<file path="config.mk">
export PLATFORM = sky130hd
export DESIGN_NAME = gtfwizard_raw_link_monitor
export DESIGN_NICKNAME = d
export VERILOG_FILES = /design/src/rtl/gtfwizard_raw_link_monitor.sv
export SDC_FILE = /design/constraint.sdc
export NUM_CORES = 1
export LEC_CHECK = 0
export BUFFER_PORTS_ARGS = -buffer_cell sky130_fd_sc_hd__buf_4
export CORE_MARGIN = 5
export CORE_UTILIZATION = 50
export CTS_CLUSTER_DIAMETER = 100
export DETAILED_ROUTE_END_ITERATION = 6
export HOLD_SLACK_MARGIN = 0.06
export PLACE_DENSITY_LB_ADDON = 0.1
export SLEW_MARGIN = 20
export SYNTH_ARGS = -nofsm -noshare
export SYNTH_HDL_FRONTEND = slang
export SYNTH_SLANG_ARGS = --single-unit
</file>
<file path="constraint.sdc">
create_clock -name freerun_clk -period 5.9 [get_ports freerun_clk]
set_clock_uncertainty 0.1 [all_clocks]
set_input_delay 1.18 -clock freerun_clk [delete_from_list [all_inputs] [get_ports freerun_clk]]
set_output_delay 1.18 -clock freerun_clk [all_outputs]
set_load 0.05 [all_outputs]
</file>
<file path="src/rtl/gtfwizard_raw_link_monitor.sv">
// Multi-channel PRBS link-qualification monitor for the GTF raw example design.
// Debounces per-channel link status, tracks link losses and runs a timed bring-up verdict.
module gtfwizard_raw_link_monitor #(
  parameter int                     NUM_CHANNEL    = 1,
  parameter int                     STABLE_CYCLES  = 2048,
  parameter int                     TIMEOUT_CYCLES = 3000000,
  parameter int                     LOSS_CNT_WIDTH = 8,
  parameter logic [NUM_CHANNEL-1:0] CHANNEL_MASK   = {NUM_CHANNEL{1'b1}}
) (
  input  logic                                   freerun_clk,
  input  logic                                   hb_gtwiz_reset_all_in,
  input  logic [NUM_CHANNEL-1:0]                 link_status_in,
  input  logic [NUM_CHANNEL-1:0]                 link_down_latched_reset_in,
  input  logic                                   start_in,
  output logic [NUM_CHANNEL-1:0]                 link_stable_out,
  output logic [NUM_CHANNEL-1:0]                 link_down_latched_out,
  output logic [LOSS_CNT_WIDTH*NUM_CHANNEL-1:0]  link_loss_cnt_out,
  output logic                                   all_stable_out,
  output logic                                   timeout_out,
  output logic [1:0]                             state_out
);

  // state     | meaning
  // CH_DOWN   | last sample low, run counter cleared
  // CH_QUAL   | counting consecutive high samples
  // CH_STABLE | STABLE_CYCLES high samples seen, link qualified
  // V_IDLE    | no bring-up window open
  // V_WAIT    | window open, waiting for all masked channels stable
  // V_PASS    | all masked channels reached stable inside the window
  // V_FAIL    | window expired, or a masked channel dropped after PASS

  localparam int RUN_W = $clog2(STABLE_CYCLES + 1);
  localparam int TMR_W = $clog2(TIMEOUT_CYCLES);
  localparam logic [RUN_W-1:0]          RUN_LAST = RUN_W'(STABLE_CYCLES - 1);
  localparam logic [TMR_W-1:0]          TMR_LAST = TMR_W'(TIMEOUT_CYCLES - 1);
  localparam logic [LOSS_CNT_WIDTH-1:0] LOSS_MAX = '1;

  typedef enum logic [1:0] {
    CH_DOWN   = 2'd0,
    CH_QUAL   = 2'd1,
    CH_STABLE = 2'd2
  } ch_state_t;

  typedef enum logic [1:0] {
    V_IDLE = 2'd0,
    V_WAIT = 2'd1,
    V_PASS = 2'd2,
    V_FAIL = 2'd3
  } v_state_t;

  logic [NUM_CHANNEL-1:0] loss_event;

  for (genvar i = 0; i < NUM_CHANNEL; i++) begin : g_ch
    ch_state_t                 ch_state, ch_state_nxt;
    logic [RUN_W-1:0]          run_cnt, run_cnt_nxt;
    logic [LOSS_CNT_WIDTH-1:0] loss_cnt, loss_cnt_nxt;
    logic                      latched, latched_nxt;

    assign loss_event[i] = (ch_state == CH_STABLE) && !link_status_in[i];

    always_comb begin
      ch_state_nxt = ch_state;
      run_cnt_nxt  = run_cnt;
      if (!link_status_in[i]) begin
        ch_state_nxt = CH_DOWN;
        run_cnt_nxt  = '0;
      end else if (ch_state != CH_STABLE) begin
        run_cnt_nxt  = run_cnt + RUN_W'(1);
        ch_state_nxt = (run_cnt == RUN_LAST) ? CH_STABLE : CH_QUAL;
      end
    end

    // A clear coinciding with a loss keeps that loss, so the counter restarts at one.
    always_comb begin
      loss_cnt_nxt = loss_cnt;
      if (link_down_latched_reset_in[i])
        loss_cnt_nxt = loss_event[i] ? LOSS_CNT_WIDTH'(1) : '0;
      else if (loss_event[i] && (loss_cnt != LOSS_MAX))
        loss_cnt_nxt = loss_cnt + LOSS_CNT_WIDTH'(1);
    end

    always_comb begin
      latched_nxt = latched;
      if (!link_status_in[i])
        latched_nxt = 1'b1;
      else if (link_down_latched_reset_in[i])
        latched_nxt = 1'b0;
    end

    always_ff @(posedge freerun_clk) begin
      if (hb_gtwiz_reset_all_in) begin
        ch_state <= CH_DOWN;
        run_cnt  <= '0;
        loss_cnt <= '0;
        latched  <= 1'b1;
      end else begin
        ch_state <= ch_state_nxt;
        run_cnt  <= run_cnt_nxt;
        loss_cnt <= loss_cnt_nxt;
        latched  <= latched_nxt;
      end
    end

    assign link_stable_out[i]       = (ch_state == CH_STABLE);
    assign link_down_latched_out[i] = latched;
    assign link_loss_cnt_out[LOSS_CNT_WIDTH*i +: LOSS_CNT_WIDTH] = loss_cnt;
  end

  always_ff @(posedge freerun_clk) begin
    if (hb_gtwiz_reset_all_in)
      all_stable_out <= 1'b0;
    else
      all_stable_out <= (CHANNEL_MASK != '0) && (&(link_stable_out | ~CHANNEL_MASK));
  end

  v_state_t         v_state, v_state_nxt;
  logic [TMR_W-1:0] timer, timer_nxt;
  logic             timeout_nxt;

  always_comb begin
    v_state_nxt = v_state;
    timer_nxt   = timer;
    timeout_nxt = timeout_out;
    case (v_state)
      V_IDLE: begin
        if (start_in) begin
          v_state_nxt = V_WAIT;
          timer_nxt   = '0;
          timeout_nxt = 1'b0;
        end
      end
      V_WAIT: begin
        timer_nxt = timer + TMR_W'(1);
        if (all_stable_out) begin
          v_state_nxt = V_PASS;
        end else if (timer == TMR_LAST) begin
          v_state_nxt = V_FAIL;
          timeout_nxt = 1'b1;
        end
      end
      V_PASS: begin
        if (start_in) begin
          v_state_nxt = V_WAIT;
          timer_nxt   = '0;
          timeout_nxt = 1'b0;
        end else if (|(loss_event & CHANNEL_MASK)) begin
          v_state_nxt = V_FAIL;
        end
      end
      V_FAIL: begin
        if (start_in) begin
          v_state_nxt = V_WAIT;
          timer_nxt   = '0;
          timeout_nxt = 1'b0;
        end
      end
      default: v_state_nxt = V_IDLE;
    endcase
  end

  always_ff @(posedge freerun_clk) begin
    if (hb_gtwiz_reset_all_in) begin
      v_state     <= V_IDLE;
      timer       <= '0;
      timeout_out <= 1'b0;
    end else begin
      v_state     <= v_state_nxt;
      timer       <= timer_nxt;
      timeout_out <= timeout_nxt;
    end
  end

  assign state_out = v_state;

endmodule

</file>
**Word-level counts from Yosys, hierarchy flattened**

Cells that the tools add are included.
Widths: inputs -> output; s select.

- Output and inout port bits: 14
- Register bits: 49
- Input bits: 5
- Logic and storage cells: 52

- Bitwise operators: 1
- Muxes and demuxes: 16
- Eq/ne operators: 14
- Reductions and logical operators: 10
- Add/subtract/negate cells: 3

Operators with widths:

| cell | number |
|---|---|
| $pmux 22 s2 | 1 |
| $add 22x1->22 const B | 1 |
| $eq 22x22->1 const B | 1 |
| $mux 22 | 1 |
| $mux 8 | 2 |
| $add 12x1->12 const B | 1 |
| $eq 12x11->1 const B | 1 |
| $mux 2 | 6 |
| $add 8x1->8 const B | 1 |
| $ne 8x8->1 const B | 1 |
| $eq 2x2->1 const B | 3 |
| $ne 2x2->1 const B | 3 |
| $ne 3x3->1 const B | 2 |
| $pmux 2 s3 | 1 |
| $reduce_and 3->1 | 2 |
| $mux 1 | 4 |
| $ne 2x1->1 const B | 2 |
| $reduce_or 2->1 | 2 |
| $reduce_or 3->1 | 1 |
| $eq 2x1->1 const B | 1 |
| $logic_and 1x1->1 | 2 |
| $logic_not 2->1 | 1 |
| $pmux 1 s2 | 1 |
| $reduce_bool 2->1 | 1 |
| 2 further kinds | 2 |

**Logic depth before layout (Yosys ltp)**

- Word-level depth: 5
- Gate-level depth with buffers: 7
- Gate-level depth less buffers: 6

**Least setup slack after synthesis**

No wires, ideal clock.

- Kind: input -> register
- Start point: input link_status_in
- End point: register g_ch[0].loss_cnt[4] (netlist: link_loss_cnt_out[4])
- Stages on the path: 5
- Required time: 5.740 ns
- Library setup time: 0.060 ns
- Buffers on the path: 1
- Slack: 3.413 ns
- Arrival time: 2.326 ns
- Cell sequence: nor3b_1 -> o31ai_1 -> clkbuf_1 -> or4_1 -> nand2_1

- Longest elaborated chain between the ends: 4

RTL lines:

| item | line | RTL |
|---|---|---|
| start, declared | 12 | `input logic [NUM_CHANNEL-1:0] link_status_in,` |
| $logic_not 1->1 | -- |  |
| $logic_and 1x1->1 | 59 | `assign loss_event[i] = (ch_state == CH_STABLE) && !link_status_in[i];` |
| $logic_and 1x1->1 | 78 | `else if (loss_event[i] && (loss_cnt != LOSS_MAX))` |
| $reduce_bool 2->1 (no line) | -- |  |
| end signal, assigned | 99 | `loss_cnt <= loss_cnt_nxt;` |
| end, declared | 56 | `logic [LOSS_CNT_WIDTH-1:0] loss_cnt, loss_cnt_nxt;` |

Every way passes these cells.
A chain may end at the register's enable or synchronous reset.

**Worst setup path after layout**

- Start point: register g_ch[0].ch_state[0]
- End point: output link_stable_out

- Longest elaborated chain between the ends: 1

RTL lines:

| item | line | RTL |
|---|---|---|
| start, declared | 54 | `ch_state_t ch_state, ch_state_nxt;` |
| start signal, assigned | 97 | `ch_state <= ch_state_nxt;` |
| $eq 2x2->1 | 104 | `assign link_stable_out[i] = (ch_state == CH_STABLE);` |
| end, declared | 15 | `output logic [NUM_CHANNEL-1:0] link_stable_out,` |

Every way passes these cells.

==> qor.csv <==
stage,metric,value,unit
status,status,"finished, final reports clean",
clock_tree,cts_tree,done,
critical_path,r2r_slack,3.77,ns
global_route,top_usage_layer,met2,
pwr,ir_drop,0.130,mV
layout,final_nets,321,
global_route,grt_overflow,0,
timing,fin_crit_sh,0.447,
clock_tree,hold_buffers,0,
global_route,grt_pass1_wl,8800,um
drt,wl_per_cell,13.5,um
placement,routabilityCongestion,0.796,
global_route,grt_max_degree,30,
global_route,grt.met2_usage,0.286,
timing,finalCriticalPeriod,2.64,ns
layout,n_fill_cell,451,
layout,final_util,0.582,
critical_path,cp_max_fo,12,
critical_path,start_kind,flip-flop,
global_route,first_global_vias,1962,
logic_synthesis,ys_ff_latch,49,
clock_tree,cts_made_buffers,5,
die,coreArea,4790,um2
timing,setup_violations,0,
logic_synthesis,synth_warnings,0,
logic_synthesis,ys_seq_area_frac,0.394,
logic_synthesis,synthTopCellsByArea,"dfxtp_1 39%, nand2_1 3.9%, nor2_1 3.8%, a21oi_1 3.6%, nand3_1 3.6%",
die,boundaryPins,19,
global_route,grtUsageTotal,0.171,
clock_tree,cts.htree.levels,2,
logic_synthesis,syn_area,2490,um2
clock_tree,clkTransAtPathRegs,0.09,ns
pwr,p_total,0.773,mW
global_route,antenna_found_initial,0,
drt,drtAntennaViolNets,0,
timing,maxSlewHeadroom,0.654,
critical_path,critPathKind,reg -> out,
drt,vias_per_cell,5.65,
critical_path,end_kind,output port,
clock_tree,cts_buffer_depth,2,
pwr,p_leak,0.975,nW
layout,synthToLayoutAreaGrowth,11.8,%
drt,vias,2135,
placement,io_buffers,18,
drt,drc,0,
drt,drt_iter0_markers,166,
worst_hold_path,hold_class,reg -> reg,
clock_tree,clk-insertion-delay-late,0.30,ns
critical_path,crit_arrival,1.36,ns
die,dieHeight,80.6,um
logic_synthesis,syn_nets,308,
clock_tree,cts_setup_buffers,0,
timing,rsz0062_at_grt,false,
clock_tree,clock-root-buffer,clkbuf_8,
timing,clock.fmax,0.379,GHz
run,drv_cap,0,
drt,drt_first_pass_iters,4,
timing,worstMarginPinSlew,0.515,ns
drt,wl,5090,um
placement,post-dp-hpwl,3720,um
logic_synthesis,synthDistinctLibCells,44,
global_route,grtUsageMet1,0.214,
pwr,pwr_density_cell,278,nW/um2
die,initial_core_util,0.521,
layout,final_layout_size_suffix_gt1_frac,0.132,
die,dieWidth,80.6,um
clock_tree,cts_resized,0,
timing,finalHoldViolations,0,
layout,antennaDiodeCount,0,
timing,setup_tns,0,ns
timing,slew_viol_final,0,
die,rows,25,
clock_tree,cts_sinks,49,
logic_synthesis,synth_top_area_frac,0.394,
logic_synthesis,synth_cells,297,
die,dieArea,6490,um2
logic_synthesis,synth_area_leader_cell,dfxtp_1,
critical_path,required,4.62,ns
logic_synthesis,syn_avg_cell_area,8.39,um2
global_route,global_route.usage.met3,0.0392,
## path summary, 6_finish.rpt
kind	depth (start not counted)	to	from
min reg2reg	2	g_ch[0].run_cnt[1]$_SDFFE_PP0P_	g_ch[0].run_cnt[1]$_SDFFE_PP0P_
max reg2reg	5	timer[19]$_SDFFE_PP0P_	state_out[0]$_SDFFE_PP0P_
max	3	link_stable_out	g_ch[0].ch_state[0]$_SDFFE_PP0P_
min	2	g_ch[0].run_cnt[1]$_SDFFE_PP0P_	g_ch[0].run_cnt[1]$_SDFFE_PP0P_
## routing by layer
metal,part of all wire,vias to the layer above
met1,0.47,994
met5,0,-
li1,-,1107
met2,0.50,32
met4,0.0041,0
met3,0.027,2
## flip-flops by register name, indices dropped and copies added, names as in the netlist
| signal | flops |
|---|---|
| g_ch.ch_state | 2 |
| link_loss_cnt_out | 8 |
| timer | 22 |
| state_out | 2 |
| g_ch.run_cnt | 12 |
| link_down_latched_out | 1 |
| all_stable_out | 1 |
| timeout_out | 1 |
## stage by stage
step	worst slack [ns]	area [um2]	hold slack [ns]	cells
after detailed placement	3.09	2670	0.360	370
after global routing	3.13	2790	0.417	378
final	3.26	2790	0.375	378
after floorplan	3.41	2490	0.343	297
after CTS	3.24	2790	0.381	378
after global placement	3.10	2670	0.359	370
## cell usage in the layout (no fill, tap or decap), types with 4 or more instances in the layout
| cell type | instances |
|---|---|
| or3_1 | 8 |
| dfxtp_1 | 49 |
| nand2_1 | 26 |
| ha_1 | 6 |
| mux2i_1 | 5 |
| buf_4 | 20 |
| o31ai_1 | 5 |
| or2_2 | 7 |
| a41oi_1 | 4 |
| xor2_1 | 8 |
| nor2b_1 | 5 |
| or4_1 | 8 |
| a311oi_1 | 6 |
| inv_1 | 11 |
| nor3_1 | 5 |
| nand2b_1 | 5 |
| nand3_1 | 18 |
| a21oi_1 | 18 |
| o21ai_0 | 9 |
| nand4_1 | 11 |
| xnor2_1 | 5 |
| nor2_1 | 25 |
| and4_1 | 5 |
| o211ai_1 | 4 |
| clkbuf_8 | 5 |
## synthesized netlist by cell type
| master | n |
|---|---|
| ha_1 | 6 |
| a21oi_1 | 18 |
| o311ai_0 | 1 |
| a2bb2oi_1 | 1 |
| xnor2_1 | 5 |
| buf_2 | 2 |
| and4_1 | 5 |
| nand3b_1 | 1 |
| and4b_1 | 1 |
| and3_1 | 3 |
| mux2i_1 | 5 |
| a211oi_1 | 2 |
| and2_1 | 3 |
| o211ai_1 | 4 |
| a41oi_1 | 4 |
| mux2_2 | 3 |
| o21ai_0 | 9 |
| a311oi_1 | 6 |
| nor2_1 | 25 |
| and4bb_2 | 1 |
| xor2_1 | 8 |
| nor4_1 | 1 |
| nand4_1 | 11 |
| a21o_1 | 1 |
| nor2b_1 | 5 |
| nand4bb_1 | 1 |
| a31oi_1 | 3 |
| clkbuf_1 | 12 |
| dfxtp_1 | 49 |
| nand2_1 | 26 |
| or3_1 | 8 |
| o22ai_1 | 1 |
| or4_4 | 1 |
| nand4b_1 | 1 |
| nor3b_1 | 3 |
| or2_2 | 7 |
| nor3_1 | 5 |
| inv_1 | 11 |
| nand2b_1 | 5 |
| or4_1 | 8 |
| nand4_2 | 1 |
| o31ai_1 | 5 |
| nand3_1 | 18 |
| a311o_1 | 1 |
## critical path, stage by stage (launching register included)
cell      delay [ns]
dfxtp_1         0.33
nand2b_1        0.36
inv_1           0.14
buf_4           0.22
## logic make-up after synthesis
group	after synthesis	synth area share
and+or+nand+nor	140	0.311
buffers and inverters	25	0.0387
xor gates and xnor gates	13	0.0457
AOI/OAI and AO/OA	56	0.147
adders and majority gates	6	0.0301
DFF	49	0.394
muxes	8	0.0337
## layout make-up
cell class	instances	area, um2	share of cell area
multi-input cells	223	1410	0.508
clock inverters	3	46.3	0.0166
inverters	11	41.3	0.0148
repair buffers	20	150	0.0539
clock buffers	5	68.8	0.0247
flip-flops and latches	49	981	0.352
well taps	67	83.8	0.0301
## power breakdown
part           internal [mW]  total (mW)  switching (mW)
sequential             0.343       0.354          0.0113
combinational         0.0630       0.174           0.111
clock                  0.127       0.245           0.118
No activity file was read; power rests on OpenSTA's default activity.
